**src/rtl/dmem_pkg.sv**
```systemverilog
// Shared types and constants for the data-memory arbiter.
// No logic here.
// No handshake; used by both requesters' arbitration and sequencing.
package dmem_pkg;

    typedef enum logic [1:0] {
        IDLE   = 2'd0,
        ACCESS = 2'd1,
        RESP   = 2'd2,
        ERR    = 2'd3
    } dmemState_t;

    localparam int          DMEM_DEPTH      = 32;
    localparam int          DMEM_IDX_W      = 5;
    localparam logic [31:0] DMEM_BYTE_LIMIT = 32'h0000_0080;

    localparam logic REQ_CPU = 1'b0;
    localparam logic REQ_DBG = 1'b1;

endpackage

```
**src/rtl/dmem_arbiter_rr_pick2.sv**
```systemverilog
// Two-way round-robin picker: on a tie the requester that did not win last time wins.
// Latency: combinational.
// Backpressure: none; the caller decides when the pick is consumed.
module rr_pick2
    import dmem_pkg::*;
(
    input  logic [1:0] req,
    input  logic       last,
    output logic       sel,
    output logic       valid
);

    always_comb begin
        valid = |req;
        sel   = REQ_CPU;
        if (req == 2'b11) begin
            sel = ~last;
        end else if (req[1]) begin
            sel = REQ_DBG;
        end
    end

endmodule

```
**src/rtl/dmem_arbiter.sv**
```systemverilog
// Round-robin arbiter and access sequencer for the single-port data memory (CPU vs debug port).
// Latency: gnt one cycle after the IDLE sample edge, strobe the next cycle, done/err one cycle later.
// Backpressure: requesters hold their request until gnt; the CPU is stalled until done/err.
module dmem_arbiter
    import dmem_pkg::*;
#(
    parameter int DATA_W = 32,
    parameter int DEPTH  = DMEM_DEPTH,
    parameter int IDX_W  = DMEM_IDX_W
) (
    input  logic              clk,
    input  logic              rst_n,
    input  logic [1:0]        req,
    input  logic [1:0]        we,
    input  logic [31:0]       addr0,
    input  logic [31:0]       addr1,
    input  logic [DATA_W-1:0] wdata0,
    input  logic [DATA_W-1:0] wdata1,
    output logic [1:0]        gnt,
    output logic [1:0]        done,
    output logic [1:0]        err,
    output logic [DATA_W-1:0] rdata,
    output logic              cpu_stall,
    output logic [IDX_W-1:0]  mem_idx,
    output logic [DATA_W-1:0] mem_wdata,
    output logic              mem_write,
    output logic              mem_read,
    input  logic [DATA_W-1:0] mem_rdata
);

    localparam logic [31:0] BYTE_LIMIT = 32'(DEPTH) << 2;

    dmemState_t        state;
    dmemState_t        stateNext;
    logic              lastQ;
    logic              selQ;
    logic              weQ;

    logic              pickSel;
    logic              pickValid;
    logic [31:0]       reqAddr;
    logic [DATA_W-1:0] reqWdata;
    logic              reqWe;
    logic              badAddr;

    logic [1:0]        gntNext;
    logic [1:0]        doneNext;
    logic [1:0]        errNext;
    logic              writeNext;
    logic              readNext;
    logic              loadReq;
    logic              captureRd;

    rr_pick2 uPick (
        .req   (req),
        .last  (lastQ),
        .sel   (pickSel),
        .valid (pickValid)
    );

    assign reqAddr  = pickSel ? addr1  : addr0;
    assign reqWdata = pickSel ? wdata1 : wdata0;
    assign reqWe    = we[pickSel];
    assign badAddr  = (reqAddr[1:0] != 2'b00) || (reqAddr >= BYTE_LIMIT);

    assign cpu_stall = req[REQ_CPU] & ~done[REQ_CPU] & ~err[REQ_CPU];

    // Outputs are registered: each state's actions become visible on the cycle after its edge.
    always_comb begin
        stateNext = state;
        gntNext   = 2'b00;
        doneNext  = 2'b00;
        errNext   = 2'b00;
        writeNext = 1'b0;
        readNext  = 1'b0;
        loadReq   = 1'b0;
        captureRd = 1'b0;
        case (state)
            IDLE: begin
                if (pickValid) begin
                    loadReq          = 1'b1;
                    gntNext[pickSel] = 1'b1;
                    stateNext        = badAddr ? ERR : ACCESS;
                end
            end
            ACCESS: begin
                writeNext = weQ;
                readNext  = ~weQ;
                stateNext = RESP;
            end
            RESP: begin
                doneNext[selQ] = 1'b1;
                captureRd      = ~weQ;
                stateNext      = IDLE;
            end
            ERR: begin
                errNext[selQ] = 1'b1;
                stateNext     = IDLE;
            end
            default: stateNext = IDLE;
        endcase
    end

    always_ff @(posedge clk or negedge rst_n) begin
        if (!rst_n) begin
            state     <= IDLE;
            lastQ     <= 1'b1;
            selQ      <= REQ_CPU;
            weQ       <= 1'b0;
            gnt       <= 2'b00;
            done      <= 2'b00;
            err       <= 2'b00;
            mem_write <= 1'b0;
            mem_read  <= 1'b0;
            mem_idx   <= '0;
            mem_wdata <= '0;
            rdata     <= '0;
        end else begin
            state     <= stateNext;
            gnt       <= gntNext;
            done      <= doneNext;
            err       <= errNext;
            mem_write <= writeNext;
            mem_read  <= readNext;
            if (loadReq) begin
                selQ      <= pickSel;
                lastQ     <= pickSel;
                weQ       <= reqWe;
                mem_idx   <= reqAddr[IDX_W+1:2];
                mem_wdata <= reqWdata;
            end
            if (captureRd) begin
                rdata <= mem_rdata;
            end
        end
    end

    stbExclusive: assert property (@(posedge clk) disable iff (!rst_n) !(mem_write && mem_read));
    gntOneHot:    assert property (@(posedge clk) disable iff (!rst_n) $onehot0(gnt));

endmodule
```
**config.mk**
```make
export PLATFORM = sky130hd
export DESIGN_NAME = dmem_arbiter
export DESIGN_NICKNAME = d
export VERILOG_FILES = /design/src/rtl/dmem_pkg.sv /design/src/rtl/dmem_arbiter_rr_pick2.sv /design/src/rtl/dmem_arbiter.sv
export SDC_FILE = /design/constraint.sdc
export NUM_CORES = 1
export LEC_CHECK = 0
export ABC_AREA = 1
export ABC_CLOCK_PERIOD_IN_PS = 4500
export CAP_MARGIN = 20
export CORE_UTILIZATION = 39
export CTS_BUF_LIST = sky130_fd_sc_hd__clkbuf_8
export CTS_CLUSTER_DIAMETER = 150
export DETAILED_ROUTE_END_ITERATION = 12
export HOLD_SLACK_MARGIN = 0.06
export PLACE_DENSITY = 0.93
export SLEW_MARGIN = 5
export SYNTH_ARGS = -nofsm -noshare
export SYNTH_HDL_FRONTEND = slang
export SYNTH_HIERARCHICAL = 1
export SYNTH_SLANG_ARGS = --single-unit
```
**constraint.sdc**
```tcl
create_clock -name clk -period 4.5 [get_ports clk]
set_input_delay 0.45 -clock clk [delete_from_list [all_inputs] [get_ports clk]]
set_output_delay 0.45 -clock clk [all_outputs]
set_load 0.01 [all_outputs]
```
# Yosys cells after proc, flatten, opt, wreduce, memory -nomap -nowiden

Cells that the tools add are included.

Bits in registers: 82
Bits of input ports: 166
Output and inout bits: 78
Logic and storage cells: 57

Magnitude comparators: 5
Equal/unequal tests: 5
Muxes and demuxes: 22
Bitwise logic cells: 6
Reduce and logical (&&, ||, !) cells: 7

Operators with widths:

| kind                                                               | number |
|---|---|
| 2-to-1 mux 32 bit                                                  | 2 |
| greater-or-equal comparator 32 x 8 -> 1 bit, second input constant | 1 |
| 2-to-1 mux 2 bit                                                   | 6 |
| 2-to-1 mux 1 bit                                                   | 11 |
| equality test 2 bit, second input constant                         | 3 |
| case mux 2 bit (3 select lines)                                    | 1 |
| < comparator 1 x 2 -> 1 bit, second input constant                 | 2 |
| inverter 1 bit                                                     | 4 |
| OR reduction 2 bit                                                 | 2 |
| AND 1 bit                                                          | 2 |
| demux 1 bit (select 1 bit)                                         | 2 |
| equality test 2 x 1 -> 1 bit, second input constant                | 1 |
| greater-or-equal comparator 1 bit, second input constant           | 2 |
| logical AND 1 bit                                                  | 2 |
| logical NOT 2 bit                                                  | 1 |
| inequality test 2 bit, second input constant                       | 1 |
| nonzero test 2 bit                                                 | 1 |
| logical OR 1 bit                                                   | 1 |

# Logic depth before layout (Yosys ltp)

Gate-level depths: netlist (run 1).

Word-level depth: 8
Gate-level depth with buffers: 9
Mapped depth without buffers: 9

# Modules after synthesis

Netlist (run 1), hierarchy kept.

By module, submodules not included:

| module       | times used | cells an instance | area each (sq um) |
|---|---|---|---|
| dmem_arbiter | 1          | 364               | 3485.8 |
| rr_pick2     | 1          | 3                 | 15.0 |

# Least setup slack after synthesis (run 1)

Ideal clock, no wire load.

Kind: input -> register
From: input port req[1]
To: register mem_wdata[18]
Setup time: 0.124 ns
Data arrival time: 1.356 ns
Slack: 3.020 ns
Stages on the path: 9
Buffers on the path: 2
Cells stage by stage: inv_1 a21oi_1 inv_1 nand2_1 inv_2 buf_6 buf_6 nand2_1 nand3_1

Cells in the longest elaborated chain, start to end: 3

RTL lines:

| element                                                 | RTL line                                                 | source |
|---|---|---|
| from (decl)                                             | dmem_arbiter.sv:13                                       | `input logic [1:0] req,` |
| equality test 2 bit or 2-to-1 mux 1 bit (tied branches) | dmem_arbiter_rr_pick2.sv:16, dmem_arbiter_rr_pick2.sv:18 |  |
| 2-to-1 mux 1 bit (*)                                    | dmem_arbiter_rr_pick2.sv:16                              | `if (req == 2'b11) begin` |
| via pickSel                                             | dmem_arbiter.sv:39                                       | `logic pickSel;` |
| 2-to-1 mux 32 bit (*)                                   | dmem_arbiter.sv:62                                       | `assign reqWdata = pickSel ? wdata1 : wdata0;` |
| to (signal assigned)                                    | dmem_arbiter.sv:130                                      | `mem_wdata <= reqWdata;` |
| to (decl)                                               | dmem_arbiter.sv:25                                       | `output logic [DATA_W-1:0] mem_wdata,` |

Mark *: on every way through the listed nets, which the timed path passes. The rest lies on a longest branch.
A chain may end at the register's enable or synchronous reset.

# Worst setup path after layout (run 1)

From: input port req[0]
To: output port cpu_stall

Cells in the longest elaborated chain, start to end: 2

RTL lines:

| element                 | RTL line           | source |
|---|---|---|
| AND 1 bit (2 in series) | dmem_arbiter.sv:66 | `assign cpu_stall = req[REQ_CPU] & ~done[REQ_CPU] & ~err[REQ_CPU];` |
| to (decl)               | dmem_arbiter.sv:23 | `output logic cpu_stall,` |

Every way passes these cells.

==> results of run 1 <==
-- cell type report --
type / count / area (um2) / area share (%)
tap: 108 / 135 / 2.16
multi-input combinational: 256 / 1290 / 20.7
sequential: 82 / 2050 / 32.9
timing repair buffer: 247 / 2500 / 40.1
clock inverter: 7 / 82.6 / 1.32
inverter: 14 / 52.6 / 0.842
clock buffer: 9 / 124 / 1.98
-- kinds of logic (layout without fill, tap and decap cells) --
| logic type | after synthesis | count (layout) | synth area share [%] |
|---|---|---|---|
| buffers and inverters | 29 | 277 | 4.43 |
| AND/OR/NAND/NOR | 221 | 221 | 26.1 |
| AO/OA/AOI/OAI | 3 | 3 | 0.500 |
| multiplexers | 32 | 32 | 10.3 |
| flip-flops | 82 | 82 | 58.6 |
-- repair_timing --
| action | CTS | global route |
|---|---|---|
| hold buffers | 0 | 1 |
| setup buffers | 0 | 0 |
| hold endpoints to repair | 0 | 17 |
-- sequential cells by signal, summed over array words and instances (netlist names) --
signal,count
err,2
mem_write,1
weQ,1
done,2
selQ,1
state,2
gnt,2
lastQ,1
mem_wdata,32
mem_read,1
mem_idx,5
rdata,32
-- per-stage QoR --
| step | utilization (%) | setup slack [ps] | power (W) | hold WS [ps] |
|---|---|---|---|---|
| floorplan | - | 3020 | 0.00210 | 154 |
| global placement | 68.5 | 2100 | 0.00299 | 418 |
| detailed placement | 68.5 | 1980 | 0.00307 | 416 |
| CTS | 70.8 | 2190 | 0.00363 | 299 |
| global route | 71.6 | 2190 | 0.00387 | 458 |
| finish | 71.6 | 2200 | 0.00363 | 425 |
-- Yosys cell counts (3+ instances only) --
cell / number
nor2_1: 33
buf_6: 3
buf_2: 7
dfrtp_1: 81
nor3_1: 4
buf_4: 4
nand3_1: 39
nand2_1: 137
mux2_2: 32
inv_1: 12
-- final timing paths --
kind,start,to,slack [ps],depth (start not counted)
max,req[0],cpu_stall,2200,3
min,weQ,mem_read,420,1
max reg2reg,lastQ,mem_idx[0],2740,5
min reg2reg,weQ,mem_read,420,1
max in group asynchronous,rst_n,lastQ,3340,3
min in group asynchronous,rst_n,rdata[6],520,2
-- layer usage --
metal | GRT usage, % | routed length (um) | up-vias
met1 | 26.7 | 4250 | 1623
met2 | 40.7 | 5390 | 179
met4 | 8.96 | 221 | 0
met3 | 5.85 | 736 | 20
met5 | 0 | 0 | -
li1 | - | - | 1653
-- critical path: cells and delay by family --
kind,cells,cell delay [ps]
AND/OR/NAND/NOR,1,300
buffers and inverters,2,1110
-- power by group --
| part | total [W] | leakage, nW | internal [W] | switching (W) |
|---|---|---|---|---|
| clock | 0.000552 | 0.0988 | 0.000266 | 0.000286 |
| sequential | 0.00130 | 0.998 | 0.00110 | 0.000206 |
| combinational | 0.00177 | 1.63 | 0.00103 | 0.000739 |
==> impl_metrics.yaml, run 1 <==
routing:
  routed_wl_um: 10600
  drtIter0Drc: 107
  dr.pass1.iters: 4
  vias_per_cell: 4.81
  drcViolationCount: 0
  final_antenna_net_count: 0
  num_vias: 3475
  avgRoutedWirePerCell_um: 14.7
worst_setup_path:
  worst-path-max-fanout: 3
  crit_top_cell: "clkdlybuf4s50_1"
  critical_path.slowest_cell: "clkdlybuf4s50_1"
  crit_type: "primary input to primary output"
  path_cells: "clkdlybuf4s50_1 -> nor3b_1 -> clkdlybuf4s50_1"
  start_kind: "primary input"
  endpoint_kind: "primary output"
  slowest_delay_ps: 600
  required_ps: 4050
  crit_arrival_ps: 1850
synth:
  ys_ff_latch: 82
  asyncSetResetFlopFracSynth_pct: 100
  yosys.area.top_type: "dfrtp_1"
  syn-num-nets: 533
  synth_edf_count: 0
  synthTopCellsByArea: "dfrtp_1, nand2_1, mux2_2"
  ys_types: 22
  syn_area_mm2: 0.00350
  syn_avg_cell_area_um2: 9.54
  yosysSeqAreaShare_pct: 58.6
  synthCells: 367
  synth_top_area_share_pct: 57.9
  synthFlopType: "dfrtp_1"
  yosys_warnings: 6
layout:
  final_layout_size_suffix_gt1_share_pct: 9.59
  nets: 776
  area_delta_synth_final_pct: 78.3
  final_common_cell: "clkdlybuf4s50_1"
  layout_common_cells: "clkdlybuf4s50_1, nand2_1, dfrtp_1"
  stdcell_area_mm2: 0.00624
  instances_no_fill: 723
  antenna_cells: 0
  n_fill_cell: 641
global_route:
  antenna_found_initial: 0
  grt_pass1_vias: 3619
  grt_max_degree: 83
  groute.usage.overall_pct: 23.0
  grt_pass1_wl_um: 17300
  grt.overflow.total: 0
timing:
  tns_ps: 0
  setup_violations: 0
  period_share_pct: 51.1
  rsz0062_at_grt: "false"
  worst_pin_slew_ps: 643
  drv_slew: 0
  slew_headroom_pct: 57.1
  finalHoldViolCount: 0
  fin_crit_ps: 2300
  fin_worst_skew_ps: 11.0
  fmax_mhz: 435
clock_tree:
  clkTransAtPathRegs_ps: 80
  cts_tree: "built"
  clk_path_buf_depth: 2
  cts_root_buffer: "clkbuf_8"
  ctsHtreeMaxLevel: 3
  cts-resized-gates: 0
  cts.sinks: 82
  cts_buffers: 9
  clk_latency_ps: 340
run:
  maxCapViolations: 0
place:
  place_area_mm2: 0.00597
  dp_hpwl_um: 8130
  gp_congestion: 0.829
  portBuffers: 243
  dp.cells: 704
floorplanning:
  core.rowCount: 34
  dieArea_mm2: 0.00936
  initial_core_util_pct: 40.1
  die_h_um: 96.7
  die_x_um: 96.7
  io_pins: 244
  core-area_mm2: 0.00872
power_and_ir_drop:
  powerDensity_mw_per_mm2: 581
  p_leak_nw: 2.73
  peakVddDrop_uv: 360
min_path:
  min_path_type: "flop to flop"
outcome:
  status: "complete, no violations"
No activity file was read; power rests on OpenSTA's default activity.
==> run 2: changes to the inputs <==
ABC_CLOCK_PERIOD_IN_PS = 1940   (was 4500)
CORE_UTILIZATION = 33   (was 39)
PLACE_DENSITY = 0.84   (was 0.93)
clock period = 1.94 ns   (was 4.5 ns; I/O delays follow)
==> impl_metrics.yaml, run 2 (synthesized netlist as in run 1, its figures left out) <==
outcome:
  status: "complete, no violations"
timing:
  fin_worst_skew_ps: 12.1
  tns_ps: 0
  drv_slew: 0
  holdWs_ps: 347
  fmax_mhz: 585
  fin_crit_ps: 1710
  fin_ws_ps: 230
  finalHoldViolCount: 0
  rsz0062_at_grt: "false"
  slew_headroom_pct: 66.5
  setup_violations: 0
  worst_pin_slew_ps: 503
  period_share_pct: 88.1
place:
  dp.cells: 739
  gp_congestion: 0.823
  dp_hpwl_um: 8380
  portBuffers: 243
  dp_slack_ps: 69.5
layout:
  nets: 781
  area_delta_synth_final_pct: 80.9
  antenna_cells: 0
  reg.largest.list: "mem_wdata: 32 flops, rdata: 32 flops, mem_idx: 5 flops"
  seqCellArea_mm2: 0.00205
  multiInputGateArea_mm2: 0.00129
  n_fill_cell: 855
  instances_no_fill: 754
  final_common_cell: "clkdlybuf4s50_1"
  layout_common_cells: "clkdlybuf4s50_1, nand2_1, dfrtp_1"
  final_layout_size_suffix_gt1_share_pct: 10.0
  final_util_pct: 61.4
routing:
  vias_per_cell: 4.61
  num_vias: 3474
  drtIter0Drc: 163
  routed_wl_um: 10800
  final_antenna_net_count: 0
  dr.pass1.iters: 4
  drcViolationCount: 0
  avgRoutedWirePerCell_um: 14.3
worst_setup_path:
  required_ps: 1750
  worstReg2RegStart: "lastQ"
  r2r_cells: 8
  crit_arrival_ps: 1520
  endpoint_kind: "primary output"
  worst-path-max-fanout: 3
  regToRegEndpoint: "state[1]"
  rrSetupSlack_ps: 380
  setup.worst_path.end: "cpu_stall"
  start_kind: "primary input"
  crit_type: "primary input to primary output"
  setup.worst_path.start: "req[0]"
floorplanning:
  die_x_um: 105
  io_pins: 244
  core-area_mm2: 0.0103
  die_h_um: 105
  core.rowCount: 37
  dieArea_mm2: 0.0110
  initial_core_util_pct: 33.9
clock_tree:
  cts_tree: "built"
  cts_buffers: 9
  cts-resized-gates: 0
  clk_path_buf_depth: 2
  ctsHtreeMaxLevel: 3
  clk_latency_ps: 340
  cts_root_buffer: "clkbuf_8"
  cts.sinks: 82
  clkTransAtPathRegs_ps: 80
global_route:
  grt_max_degree: 47
  grt.overflow.total: 0
  grt_pass1_vias: 3735
  grt_pass1_wl_um: 17900
  groute.usage.overall_pct: 20.4
  antenna_found_initial: 0
min_path:
  min_path_type: "primary input to async pin"
power_and_ir_drop:
  p_leak_nw: 2.76
  peakVddDrop_uv: 609
  powerDensity_mw_per_mm2: 1340
run:
  maxCapViolations: 0
run 2: area by class of cell:
cell class                 instances  area share [%]
multi-input combinational        256            20.4
inverter                          14           0.830
clock inverter                     5            1.24
timing repair buffer             252            40.5
sequential                        82            32.4
clock buffer                       9            1.96
tap                              136            2.69
run 2: worst min-delay path by stage:
stage	from	endpoint	slack [ps]	cells past startpoint
after floorplan	rst_n	done[0]	-100	0
after global placement	rst_n	rdata[6]	180	1
after detailed placement	rst_n	rdata[7]	190	1
after CTS	rst_n	rdata[7]	360	2
after global routing	rst_n	rdata[7]	380	2
final	rst_n	rdata[7]	350	2
run 2: timing repair:
item / in CTS / in global routing
hold buffers: 1 / 0
endpoints found under the hold margin: 35 / 0
setup buffers: 0 / 0
run 2: power by group:
group	switching (W)	total, W	internal (W)
logic	0.00175	0.00421	0.00246
clock network	0.000597	0.00131	0.000712
registers	0.000456	0.00300	0.00254
total	0.00280	0.00852	0.00572
run 2: layer usage:
metal,track usage [%],up-vias,wire [um]
li1,-,1666,-
met1,23.2,1616,4220
met2,35.8,168,5520
met3,6.18,24,815
met4,7.85,0,206
met5,0,-,0
run 2: worst max-delay path, cell delays in order:
cell and delay, ps:
clkdlybuf4s50_1 540, nor3b_1 220, clkdlybuf4s50_1 560
run 2: per-stage QoR:
step	power, W	cell area, um2
final	0.00852	6330
after global routing	0.00909	6330
after global placement	0.00710	6120
after floorplan	0.00488	3500
after detailed placement	0.00728	6120
after CTS	0.00862	6330
